[src/rtl/inv_row_shift_unit.sv]
// inv_row_shift_unit: byte-serial AES InvShiftRows stage.
// Collects a 16-byte state in column-major order, applies the inverse row
// rotation and presents the result on a registered 128-bit valid/ready port.
// Optional build macro INV_ROW_SHIFT_DBLBUF_EN adds a separate fill buffer and
// a PEND state so the next block can be collected while a result is waiting.
module inv_row_shift_unit (
    input  logic         clk,
    input  logic         rst_n,
    input  logic         clr,
    input  logic [7:0]   in_byte,
    input  logic         in_valid,
    output logic         in_ready,
    output logic [127:0] out_state,
    output logic         out_valid,
    input  logic         out_ready
);

    localparam int unsigned BYTE_W    = 8;
    localparam int unsigned STATE_W   = 128;
    localparam int unsigned NUM_BYTES = 16;
    localparam int unsigned NUM_ROWS  = 4;
    localparam int unsigned CNT_W     = 4;

    localparam logic [CNT_W-1:0] LAST_IDX = CNT_W'(NUM_BYTES - 1);

`ifdef INV_ROW_SHIFT_DBLBUF_EN
    localparam logic [0:0] ST_FILL = 1'b0;
    localparam logic [0:0] ST_PEND = 1'b1;

    logic [0:0] state_q, state_d;
`endif

    logic [CNT_W-1:0]   cnt_q, cnt_d;
    logic [STATE_W-1:0] fill_q, fill_d;
    logic [STATE_W-1:0] out_state_q, out_state_d;
    logic               out_valid_q, out_valid_d;
    logic               in_ready_q, in_ready_d;

    logic               accept_c;
    logic               slot_free_c;
    logic               xfer_c;

    // Output byte (r,c) takes input byte (r,(c-r) mod 4); byte k sits at [127-8k -: 8].
    function automatic logic [STATE_W-1:0] inv_shift_rows(input logic [STATE_W-1:0] s);
        logic [STATE_W-1:0] res;
        int dst;
        int src;
        res = '0;
        for (int r = 0; r < int'(NUM_ROWS); r++) begin
            for (int c = 0; c < int'(NUM_ROWS); c++) begin
                dst = int'(NUM_ROWS) * c + r;
                src = int'(NUM_ROWS) * ((c - r + int'(NUM_ROWS)) % int'(NUM_ROWS)) + r;
                res[int'(STATE_W) - 1 - int'(BYTE_W) * dst -: BYTE_W] =
                    s[int'(STATE_W) - 1 - int'(BYTE_W) * src -: BYTE_W];
            end
        end
        return res;
    endfunction

    // Handshake qualifiers; in_ready_q is a pure register so acceptance never
    // depends combinationally on the sink side.
    assign accept_c    = in_valid && in_ready_q && !clr;
    assign slot_free_c = !out_valid_q || out_ready;

    // Next-state: byte insertion, block transfer, output slot and in_ready.
    always_comb begin
        cnt_d       = cnt_q;
        fill_d      = fill_q;
        out_state_d = out_state_q;
        out_valid_d = out_valid_q;
        in_ready_d  = in_ready_q;
        xfer_c      = 1'b0;
`ifdef INV_ROW_SHIFT_DBLBUF_EN
        state_d     = state_q;
`endif

        if (clr) begin
            cnt_d       = '0;
            out_valid_d = 1'b0;
`ifdef INV_ROW_SHIFT_DBLBUF_EN
            state_d     = ST_FILL;
`endif
        end else begin
            if (accept_c) begin
                for (int k = 0; k < int'(NUM_BYTES); k++) begin
                    if (cnt_q == CNT_W'(k)) begin
                        fill_d[int'(STATE_W) - 1 - int'(BYTE_W) * k -: BYTE_W] = in_byte;
                    end
                end
                cnt_d = cnt_q + CNT_W'(1);
            end

            if (out_valid_q && out_ready) begin
                out_valid_d = 1'b0;
            end

`ifdef INV_ROW_SHIFT_DBLBUF_EN
            if (state_q == ST_FILL) begin
                if (accept_c && (cnt_q == LAST_IDX)) begin
                    if (slot_free_c) begin
                        xfer_c = 1'b1;
                    end else begin
                        state_d = ST_PEND;
                    end
                end
            end else begin
                if (slot_free_c) begin
                    xfer_c  = 1'b1;
                    state_d = ST_FILL;
                end
            end
`else
            // in_ready tracks !out_valid, so the slot is always free here.
            if (accept_c && (cnt_q == LAST_IDX) && slot_free_c) begin
                xfer_c = 1'b1;
            end
`endif

            // fill_d already holds the 16th byte when the transfer is from FILL.
            if (xfer_c) begin
                out_state_d = inv_shift_rows(fill_d);
                out_valid_d = 1'b1;
            end
        end

`ifdef INV_ROW_SHIFT_DBLBUF_EN
        in_ready_d = (state_d == ST_FILL);
`else
        in_ready_d = !out_valid_d;
`endif
    end

    // State register with asynchronous active-low reset.
    always_ff @(posedge clk or negedge rst_n) begin
        if (!rst_n) begin
            cnt_q       <= '0;
            fill_q      <= '0;
            out_state_q <= '0;
            out_valid_q <= 1'b0;
            in_ready_q  <= 1'b1;
`ifdef INV_ROW_SHIFT_DBLBUF_EN
            state_q     <= ST_FILL;
`endif
        end else begin
            cnt_q       <= cnt_d;
            fill_q      <= fill_d;
            out_state_q <= out_state_d;
            out_valid_q <= out_valid_d;
            in_ready_q  <= in_ready_d;
`ifdef INV_ROW_SHIFT_DBLBUF_EN
            state_q     <= state_d;
`endif
        end
    end

    assign out_state = out_state_q;
    assign out_valid = out_valid_q;
    assign in_ready  = in_ready_q;

endmodule

[config.mk]
export PLATFORM = sky130hd
export DESIGN_NAME = inv_row_shift_unit
export DESIGN_NICKNAME = d
export VERILOG_FILES = /design/src/rtl/inv_row_shift_unit.sv
export SDC_FILE = /design/constraint.sdc
export NUM_CORES = 1
export LEC_CHECK = 0
export CORE_UTILIZATION = 47
export DETAILED_ROUTE_END_ITERATION = 8
export GPL_TIMING_DRIVEN = 0
export PLACE_DENSITY_LB_ADDON = 0.25
export SETUP_SLACK_MARGIN = 0.5
export SYNTH_ARGS = -nofsm -noshare
export SYNTH_HDL_FRONTEND = slang
export SYNTH_SLANG_ARGS = --single-unit
[constraint.sdc]
create_clock -name clk -period 2.38 [get_ports clk]
set_input_delay 0.714 -clock clk [delete_from_list [all_inputs] [get_ports clk]]
set_output_delay 0.714 -clock clk [all_outputs]
set_load 0.1 [all_outputs]
# [After elaboration in Yosys (flattened, before gate mapping)]
# Cells that the tools add are included.
[totals] wordCells=58 register_bits=262 input_bits=13
[classes] reduce_logical=12 mux=24 bitwise=1 n_addsub=1 eq_ne=15
[op_table] operator="$mux W128" count=1
[op_table] operator="$mux W8" count=16
[op_table] operator="$eq A4 B4 Y1 const B" count=8
[op_table] operator="$eq A4 B3 Y1 const B" count=4
[op_table] operator="$eq A4 B2 Y1 const B" count=2
[op_table] operator="$mux W4" count=2
[op_table] operator="$logic_and A1 B1 Y1" count=5
[op_table] operator="$mux W1" count=5
[op_table] operator="$add A4 B1 Y4 const B" count=1
[op_table] operator="$eq A4 B1 Y1 const B" count=1
[op_table] operator="$logic_not A4 Y1" count=1
[op_table] operator="$logic_not A1 Y1" count=3
[op_table] operator="$reduce_and A2 Y1" count=1
[op_table] operator="$reduce_bool A2 Y1" count=1
[op_table] operator="$logic_or A1 B1 Y1" count=1
[op_table] operator="$not A1 Y1" count=1

# [Logic depth before layout (Yosys ltp)]
[logic_depth] ltp_word=9 mapped_depth=7

# [Worst setup path before layout]
# Ideal clock, no wire load.
[synth_timing] kind="reg2reg" start="register in_ready_q (netlist: in_ready)" end="register out_state_q[39] (netlist: out_state[39])" path_stages_with_launch=7 t_arrival_ns=2.040 setup_ns=0.126 period_less_slack_ns=2.166 path_slack_ns=0.214 path_buffers=3 path_cell_list="dfstp_2 > and4_1 > buf_4 > and3_4 > buf_6 > buf_8 > mux2_4"
[synth_via] elab_chain_len=7
[synth_rtl] element="from (decl)" line="37" rtl="logic in_ready_q, in_ready_d;"
[synth_rtl] element="from (signal assigned)" line="149" rtl="in_ready_q <= in_ready_d;"
[synth_rtl] element="$logic_and A1 B1 Y1 * (2 in series)" line="62" rtl="assign accept_c = in_valid && in_ready_q && !clr;"
[synth_rtl] element="$logic_and A1 B1 Y1 (2 in series)" line="114" rtl="if (accept_c && (cnt_q == LAST_IDX) && slot_free_c) begin"
[synth_rtl] element="$mux W1" line="114"
[synth_rtl] element="$mux W1" line="77" rtl="if (clr) begin"
[synth_rtl] element="$reduce_and A2 Y1 (no source line)"
[synth_rtl] element="to (signal assigned)" line="147" rtl="out_state_q <= out_state_d;"
[synth_rtl] element="to (decl)" line="35" rtl="logic [STATE_W-1:0] out_state_q, out_state_d;"
# Mark *: on every way between the ends. The rest lies on a longest branch, timed or not. The select of a mux whose other input is x is not followed.
# A chain may end at the register's enable or synchronous reset.

# [Final worst setup path]
[layout_timing] start="register in_ready_q (netlist: in_ready)" end="output in_ready"
[layout_lines] element="to (decl)" line="12" rtl="output logic in_ready,"
# No word-level cell between the ends.

==> results.md <==
- CTS Buf Count: 27
- Final #Nets: 1,092
- Endpoint class of the critical path: output port
- WP depth: 1
- # fillers: 1,596
- Met2 GRT Util: 0.378
- CP cell instances: buf_12
- Avg Cell Area, Syn: 12.0 sq um
- Utilization after layout: 0.672
- Xor/xnor share of the synthesized area: 0.00168
- First-pass DRT Iterations: 5
- Worst slew pin tran: 0.770 ns
- Vias in the first global route: 7,483
- Final Power: 9.06 mW
- Multi-input gate area: 3420 sq um
- Finished Layout Cells: 1,374
- Area contributors post-synth: dfrtp_1, mux2i_1, o21ai_0
- Clock Latency Late Sink: 0.54 ns
- Max-slew violations: 0
- Worst EP arrival: 1.36 ns
- P_leak: 7.01 nW
- M3 GR Usage: 0.0431
- Max Cap Viol: 0
- Worst-path clk slew: 0.06 ns
- CTS tree: built
- Worst R2R Start: in_ready
- Synth cell types: 40
- Final HPWL from detailed placement: 17,400 microns
- Adder-cell share of the synthesized area: 0.00481
- Share of post-route cells with drive strength above 1: 0.329
- Crit path max-delay family: flip-flops
- Synth-to-Final Area Change: 40.4%
- Worst hold slack: 0.244 ns
- Commonest cells after routing, fill and taps aside: dfrtp_1, inv_1, mux2i_1, o21ai_0, buf_12
- Initial antenna violation count: 1
- Die area: 22,700 sq um
- Slowest stage delay, CP: 0.65 ns
- Gpl congestion: 0.803
- Most common cell after layout, fill and taps aside: dfrtp_1
- Post-DP Area: 12,200 sq um
- Placed insts: 1,283
- Outcome: finished clean
- Core area: 21,800 sq um
- Post-Route WL: 27,900 microns
- WP buf/inv: 1
- Reg-to-reg endpoint: out_state[67]
- Share of flip-flops with an asynchronous set or reset: 1.00
- FF-to-FF setup slack: 0.42 ns
- Setup violations, final: 0
- Initial Util: 0.478
- Final worst-path setup slack: 0.303 ns
- Largest net degree at the start of global routing: 103
- Mapped Area: 10,400 sq um
- Max Fclk: 481 MHz
- PD cells: 620 nW/um^2
- R2R depth: 7
- Syn_nets: 881
- Synth top area share: 0.608
- Hold crit path type: input pin to asynchronous set/reset pin
- Most common flop cell mapped by yosys: dfrtp_1
- First-pass GRT wire length: 41,500 microns
- Proportion of synthesized area in mux cells: 0.127
- Largest family of logic cells by synthesized area: compound AO/OA/AOI/OAI gates
- IO Pins: 143
- Total grt overflow: 0
- Std-Cell Rows: 54
- Yosys reg bits: 254
- Cells after Synth: 864
- Worst VDD drop: 0.501 mV
- Via Count: 7,608
- DRT iter0 DRCs: 611
- Seq/Total Area, Yosys: 0.611
- Critical path class: flop to output port
- Die height: 151 microns
- Slowest cell on the critical path: dfstp_4
- Register area: 6370 sq um
- Placement Setup Slack: -0.495 ns
- Gr busiest metal: met2
- Worst-case clock buffer depth: 3
- Setup TNS: 0 ns
- Post-route antenna net violation count: 0
- Slew Limit Headroom: 0.486
- Clk_skew: 0.0106 ns
- Clock sinks: 254
- Post-synth top area cell: dfrtp_1
- Vias per cell: 5.54
- Fin. Hold Viols: 0
- RSZ-0062 raised after global routing: yes
- DR WL/cell: 20.3 microns
- DRC violations left: 0
- Die X: 151 microns
- I/O Buffers: 137
- Root Buffer: clkbuf_16
- Htree depth: 1
- CP Max Fanout: 4
- Final worst path period need: 2.08 ns
- Post-synth EDFFs: 0
- Ys Warns: 0
- Worst Path Required: 1.67 ns
- Synth Area in Compound Gates: 0.137
- Startpoint Class: flop
- Design Area, Final: 14,600 sq um
- M1 GR Usage: 0.340
- Gr usage total: 0.241
- Post-Synth Simple-Gate Area: 0.0510
- Tcrit/Tclk final: 0.873
## worst max-delay path by stage
stage | from | endpoint | slack (ns)
6_report | in_ready | in_ready | 0.30
5_1_grt | in_ready | in_ready | 0.28
4_1_cts | in_ready | in_ready | 0.29
3_5_place_dp | clr | out_state[69] | -0.50
3_3_place_gp | rst_n | out_valid | -11.19
2_1_floorplan | in_ready | out_state[39] | 0.34
## kinds of logic after synthesis
logic type	Yosys count
AND/OR/NAND/NOR	92
AO/OA/AOI/OAI	236
flip-flops	254
XOR/XNOR	2
multiplexers	120
buffers and inverters	156
adder cells (fa/ha/maj)	4
## Yosys cell counts, types with 6 or more instances
cell	number
a21bo_2	19
a31oi_1	48
and3b_1	8
buf_2	6
buf_6	9
clkbuf_1	40
dfrtp_1	253
inv_1	88
mux2_2	24
mux2_4	19
mux2i_1	77
nand2_1	42
nor2_1	6
o21ai_0	130
o31ai_1	29
or3_1	9
## registers in the layout, summed over array words and instances (netlist names)
name / flops
out_state: 128
cnt_q: 4
fill_q: 120
out_valid: 1
in_ready: 1
## what timing repair did
item | CTS | global route
gates cloned | 3 | 8
resized for setup | 1013 | 224
pin swaps | 5 | 4
hold buffers | 0 | 0
setup endpoints to repair | 376 | 313
setup buffers | 17 | 15
## per-layer routing
layer  wire [microns]  share of wire
met2            13200           0.47
met1            12100           0.43
met5                0              0
met4              708          0.025
met3             1850          0.066
## area by class of cell
type / instances / share of cell area
inverters: 88 / 0.0231
multi-input cells: 454 / 0.234
flip-flops and latches: 254 / 0.436
plain buffers: 68 / 0.0377
well taps: 280 / 0.0240
clock buffers: 43 / 0.0551
diodes: 1 / 0.000171
repair buffers: 182 / 0.188
clock inverters: 4 / 0.00188
## power by group
| group | switching, mW | internal, mW | total (mW) | leakage (nW) |
|---|---|---|---|---|
| sequential | 0.0459 | 4.48 | 4.53 | 3.10 |
| clock | 1.68 | 2.30 | 3.98 | 0.410 |
| combinational | 0.379 | 0.173 | 0.552 | 3.50 |
| total | 2.10 | 6.96 | 9.06 | 7.01 |
Power figures use the tool's default switching activity.
